===== src/rtl/stream_id_demux.sv =====
// Packet-level 1-to-S stream demultiplexer with a one-entry register slice per output channel.
// Optional drop counter (drop_cnt_o) enabled by defining STREAM_ID_DEMUX_DROP_CNT_EN.
//
// state | meaning
// IDLE  | next input beat is the first of a packet; target taken from s_id_i
// ROUTE | mid-packet, forwarding to the locked channel sel_q
// DROP  | mid-packet with an out-of-range id, beats consumed and discarded
module stream_id_demux #(
    parameter int T_DATA_WIDTH = 8,
    parameter int S_DATA_COUNT = 2,
    localparam int T_ID___WIDTH = $clog2(S_DATA_COUNT)
) (
    input  logic                                 clk_i,
    input  logic                                 rst_i,
    input  logic [T_DATA_WIDTH-1:0]              s_data_i,
    input  logic [T_ID___WIDTH-1:0]              s_id_i,
    input  logic                                 s_last_i,
    input  logic                                 s_valid_i,
    output logic                                 s_ready_o,
    output logic [S_DATA_COUNT*T_DATA_WIDTH-1:0] m_data_o,
    output logic [S_DATA_COUNT-1:0]              m_last_o,
    output logic [S_DATA_COUNT-1:0]              m_valid_o,
`ifdef STREAM_ID_DEMUX_DROP_CNT_EN
    output logic [15:0]                          drop_cnt_o,
`endif
    input  logic [S_DATA_COUNT-1:0]              m_ready_i
);

    typedef enum logic [1:0] {IDLE, ROUTE, DROP} state_t;

    state_t                    state_q, state_nxt;
    logic [T_ID___WIDTH-1:0]   sel_q, sel_nxt;
    logic [S_DATA_COUNT-1:0]   slot_free;
    logic [S_DATA_COUNT-1:0]   load_en;
    logic                      id_ok;
    logic                      ready_c;
    logic                      hs;

    assign slot_free = ~m_valid_o | m_ready_i;
    assign id_ok     = (32'(s_id_i) < S_DATA_COUNT);
    assign s_ready_o = ready_c;

    // ready depends only on state, id and slot status, never on s_valid_i
    always_comb begin
        state_nxt = state_q;
        sel_nxt   = sel_q;
        ready_c   = 1'b0;
        load_en   = '0;
        hs        = 1'b0;
        case (state_q)
            IDLE: begin
                ready_c = id_ok ? slot_free[s_id_i] : 1'b1;
                hs      = s_valid_i & ready_c;
                if (hs) begin
                    if (id_ok) begin
                        load_en[s_id_i] = 1'b1;
                    end
                    if (!s_last_i) begin
                        state_nxt = id_ok ? ROUTE : DROP;
                        sel_nxt   = id_ok ? s_id_i : sel_q;
                    end
                end
            end
            ROUTE: begin
                ready_c = slot_free[sel_q];
                hs      = s_valid_i & ready_c;
                if (hs) begin
                    load_en[sel_q] = 1'b1;
                    if (s_last_i) begin
                        state_nxt = IDLE;
                    end
                end
            end
            DROP: begin
                ready_c = 1'b1;
                hs      = s_valid_i;
                if (hs && s_last_i) begin
                    state_nxt = IDLE;
                end
            end
            default: begin
                state_nxt = IDLE;
            end
        endcase
        if (rst_i) begin
            ready_c = 1'b0;
            load_en = '0;
            hs      = 1'b0;
        end
    end

    always_ff @(posedge clk_i) begin
        if (rst_i) begin
            state_q   <= IDLE;
            sel_q     <= '0;
            m_data_o  <= '0;
            m_last_o  <= '0;
            m_valid_o <= '0;
        end else begin
            state_q <= state_nxt;
            sel_q   <= sel_nxt;
            for (int k = 0; k < S_DATA_COUNT; k++) begin
                if (load_en[k]) begin
                    m_data_o[k*T_DATA_WIDTH +: T_DATA_WIDTH] <= s_data_i;
                    m_last_o[k]  <= s_last_i;
                    m_valid_o[k] <= 1'b1;
                end else if (m_ready_i[k]) begin
                    m_valid_o[k] <= 1'b0;
                end
            end
        end
    end

`ifdef STREAM_ID_DEMUX_DROP_CNT_EN
    // one count per discarded packet, taken on its first beat
    logic drop_inc;
    assign drop_inc = (state_q == IDLE) & hs & ~id_ok;

    always_ff @(posedge clk_i) begin
        if (rst_i) begin
            drop_cnt_o <= '0;
        end else if (drop_inc && (drop_cnt_o != 16'hFFFF)) begin
            drop_cnt_o <= drop_cnt_o + 16'd1;
        end
    end
`endif

endmodule


===== config.mk =====
export PLATFORM = sky130hd
export DESIGN_NAME = stream_id_demux
export DESIGN_NICKNAME = d
export VERILOG_FILES = /design/src/rtl/stream_id_demux.sv
export SDC_FILE = /design/constraint.sdc
export NUM_CORES = 1
export LEC_CHECK = 0
export CORE_UTILIZATION = 41
export DETAILED_ROUTE_END_ITERATION = 16
export PLACE_DENSITY = 0.8
export SYNTH_ARGS = -nofsm -noshare
export SYNTH_HDL_FRONTEND = slang
export SYNTH_SLANG_ARGS = --single-unit

===== constraint.sdc =====
create_clock -name clk_i -period 1.8 [get_ports clk_i]
set_clock_uncertainty 0.05 [all_clocks]
set_input_delay 0.36 -clock clk_i [delete_from_list [all_inputs] [get_ports clk_i]]
set_output_delay 0.36 -clock clk_i [all_outputs]
set_load 0.01 [all_outputs]

==> summary.md <==
| Metric | Value |
|---|---|
| CP Class | in -> out |
| Pins over their slew limit | 0 |
| GRT Overall Usage | 17.9% |
| Pwr Total | 1.04 mW |
| Static leakage | 0.618 nW |
| CP Data Required Time | 1.39 ns |
| 1st-iter DRT viols | 17 |
| Layout cells sized above 1 | 14.5% |
| Post-DP HPWL | 1.38 mm |
| Post-Synthesis Cells | 86 |
| TNS Setup | 0 ns |
| Area grow syn2layout | 57.1% |
| First-pass GRT wire length | 2.86 mm |
| Switching share of total power | 24.9% |
| Clk slew on worst S/H paths | 0.11 ns |
| Drt first pass iters | 4 |
| Die Y | 48.0 µm |
| IO Count | 36 |
| Vias | 770 |
| Relative slew slack | 86.5% |
| Nets | 148 |
| CP peak stage delay | 0.45 ns |
| Outcome | finished, final reports clean |
| CTS tree | built |
| Syn Area/Cell | 10.1 µm² |
| Worst VDD drop | 0.565 mV |
| Synth Register Bits | 22 |
| Mapped cell area | 868 µm² |
| DRC Markers | 0 |
| Vias in the first global route | 673 |
| Comb power frac | 22.6% |
| Post-CTS setup buffer count | 0 |
| Clock network power share | 25.8% |
| Placer Congestion | 0.765 |
| Synthesized Nets | 102 |
| Critical-path cell list | clkdlybuf4s50_1, nand2b_1, nor2_2, a211oi_2, buf_2 |
| Max-Cap Viols | 0 |
| WP depth | 5 |
| Row count | 16 |
| Max frequency | 576 MHz |
| Worst-case reg-to-reg path depth | 6 |
| Fin util | 68.8% |
| Final setup fails | 0 |
| CTS H-tree depth | 1 |
| Worst Setup SP | m_ready_i[1] |
| Crit path capture | s_ready_o |
| Vias per inst | 4.87 |
| Number of buffers created by CTS | 3 |
| Fin cells | 158 |
| FF-to-FF setup slack | 0.27 ns |
| Clock Tree Root | clkbuf_4 |
| DIE WIDTH | 48.0 µm |
| Gr ovfl total | 0 |
| Distinct cells, synth | 19 |
| Design internal power | 780 µW |
| Sink Count | 22 |
| Crit Reg-Reg Startpoint | state_q[0] |
| Wire length per cell | 12.6 µm |
| Initial antenna violation count | 0 |
| Worst-path fanout max | 2 |
| Reg2reg end | m_data_o[14] |
| Antenna Cells | 0 |
| Measured slew at the worst slew-check pin | 0.199 ns |
| CP top delay family | buffers and inverters |
| Worst-Skew Late Latency | 0.30 ns |
| Final Hold Fails | 0 |
| Post-DRT Antenna Nets | 0 |
| Starting Density | 43.8% |
| Hold/Removal Path Class | reg -> reg |
| Placed cells | 154 |
| # port buffers | 35 |
| Critical Path AT | 1.33 ns |
| Maximum root-to-sink buffer count | 2 |
| Post-CTS Hold Buffers | 0 |
| WL final | 2.00 mm |
| CP endpoint kind | primary output |
| Post-layout min period | 1.74 ns |
| Part of the power in registers | 51.6% |
| Crit path launch type | input port |
| Crit-path slowest cell | clkdlybuf4s50_1 |
| Die area | 0.00231 mm² |
| Sequential share of the synthesized area | 50.7% |
| Total of warnings raised by yosys | 0 |
| Core area | 0.00198 mm² |
| PD cells | 761 mW/mm² |
| Largest net degree at the start of global routing | 23 |
| Fin crit share | 96.5% |
| Worst Path Buf+Inv | 2 |
| Switching Power | 258 µW |
==> placed cells by master, fill, tap and decap left out <==
cell type        synthesis  routed
nand3_1                  1       1
nor2b_1                  2       2
nand2_1                  2       2
o21ai_0                  2       2
a21oi_1                  4       4
nand3b_1                 1       1
ha_1                     1       1
buf_2                    0       1
dlygate4sd2_1            0       1
dfxtp_1                 22      21
nand2b_1                 3       3
inv_1                    2       2
o311a_1                  1       1
clkdlybuf4s50_1          0      33
buf_12                   0       1
mux2i_1                 19      19
dfxtp_4                  0       1
o211ai_1                 1       1
buf_4                    1       9
nor2_2                   0       1
a211oi_2                 0       1
nor2_1                  19      18
clkbuf_8                 0       1
mux2i_4                  0       1
clkbuf_4                 0       3
==> worst min-delay path by stage <==
stage	from	endpoint	slack, ns	depth (start not counted)
floorplan	rst_i	sel_q	0.38	1
global placement	m_data_o[15]	m_data_o[15]	0.42	2
detailed placement	m_data_o[15]	m_data_o[15]	0.44	2
CTS	m_data_o[6]	m_data_o[6]	0.47	2
global route	m_last_o[1]	m_last_o[1]	0.48	2
finish	m_last_o[1]	m_last_o[1]	0.46	2
==> layer usage <==
metal | wire length (µm) | GRT usage [%]
met1 | 901 | 22.8
met2 | 988 | 28.1
met3 | 107 | 4.53
met4 | 0 | 8.89
met5 | 0 | 0
==> per-stage QoR <==
step / hold slack [ns] / setup WS [ns] / instance area [µm²]
floorplan: 0.379 / 0.380 / 868
global placement: 0.425 / -0.433 / 1310
detailed placement: 0.436 / -0.474 / 1310
CTS: 0.465 / 0.00412 / 1340
global route: 0.483 / -0.0468 / 1360
finish: 0.460 / 0.0636 / 1360
==> flip-flops by register name (all words and copies together), names as in the netlist <==
signal and flops:
m_data_o 16, m_last_o 2, m_valid_o 2, sel_q 1, state_q 1
==> kinds of logic (layout without fill, tap and decap cells) <==
kind of cell               after synthesis  count (layout)  synth area share, %
and+or+nand+nor                         28              28                 14.1
DFF                                     22              22                 50.7
muxes                                   20              20                 23.5
AOI/OAI and AO/OA                        9               9                 6.34
buffers and inverters                    6              51                 3.89
adders and majority gates                1               1                 1.44
==> worst register-to-register path, stage by stage (launching register included) <==
cell	delay (ns)
dfxtp_4	0.38
mux2i_4	0.27
buf_4	0.15
nand3b_1	0.12
buf_4	0.19
mux2i_1	0.22
nor2_1	0.05
==> what timing repair did <==
item                       CTS  global route
setup endpoints to repair    1             1
pin swaps                    0             2
cloned                       0             0
resized for setup            5             5
==> synth_stat cells <==
cell / number / area share (%)
a211oi_1: 1 / 0.86
a21oi_1: 4 / 2.3
buf_4: 1 / 0.86
buf_6: 1 / 1.3
clkbuf_1: 2 / 0.86
dfxtp_1: 22 / 51
ha_1: 1 / 1.4
inv_1: 2 / 0.86
mux2i_1: 19 / 22
mux2i_2: 1 / 1.6
nand2_1: 2 / 0.86
nand2b_1: 3 / 2.2
nand3_1: 1 / 0.58
nand3b_1: 1 / 0.86
nor2_1: 19 / 8.2
nor2b_1: 2 / 1.4
o211ai_1: 1 / 0.86
o21ai_0: 2 / 1.2
o311a_1: 1 / 1.2
==> power by group through the flow <==
stage                     clock network, mW  logic (mW)  registers [mW]
after CTS                             0.276       0.230           0.534
final                                 0.268       0.235           0.535
after global placement                    0       0.226           0.544
after floorplan                           0      0.0916           0.557
after global routing                  0.299       0.253           0.539
after detailed placement                  0       0.231           0.544
==> cell type report <==
| type | count | area (µm²) |
|---|---|---|
| Multi-Input combinational cell | 58 | 410 |
| Tap cell | 27 | 33.8 |
| Clock buffer | 4 | 36.3 |
| Sequential cell | 22 | 444 |
| Timing Repair Buffer | 45 | 432 |
| Inverter | 2 | 7.51 |
| Fill cell | 161 | 618 |
No activity file was read; power rests on OpenSTA's default activity.
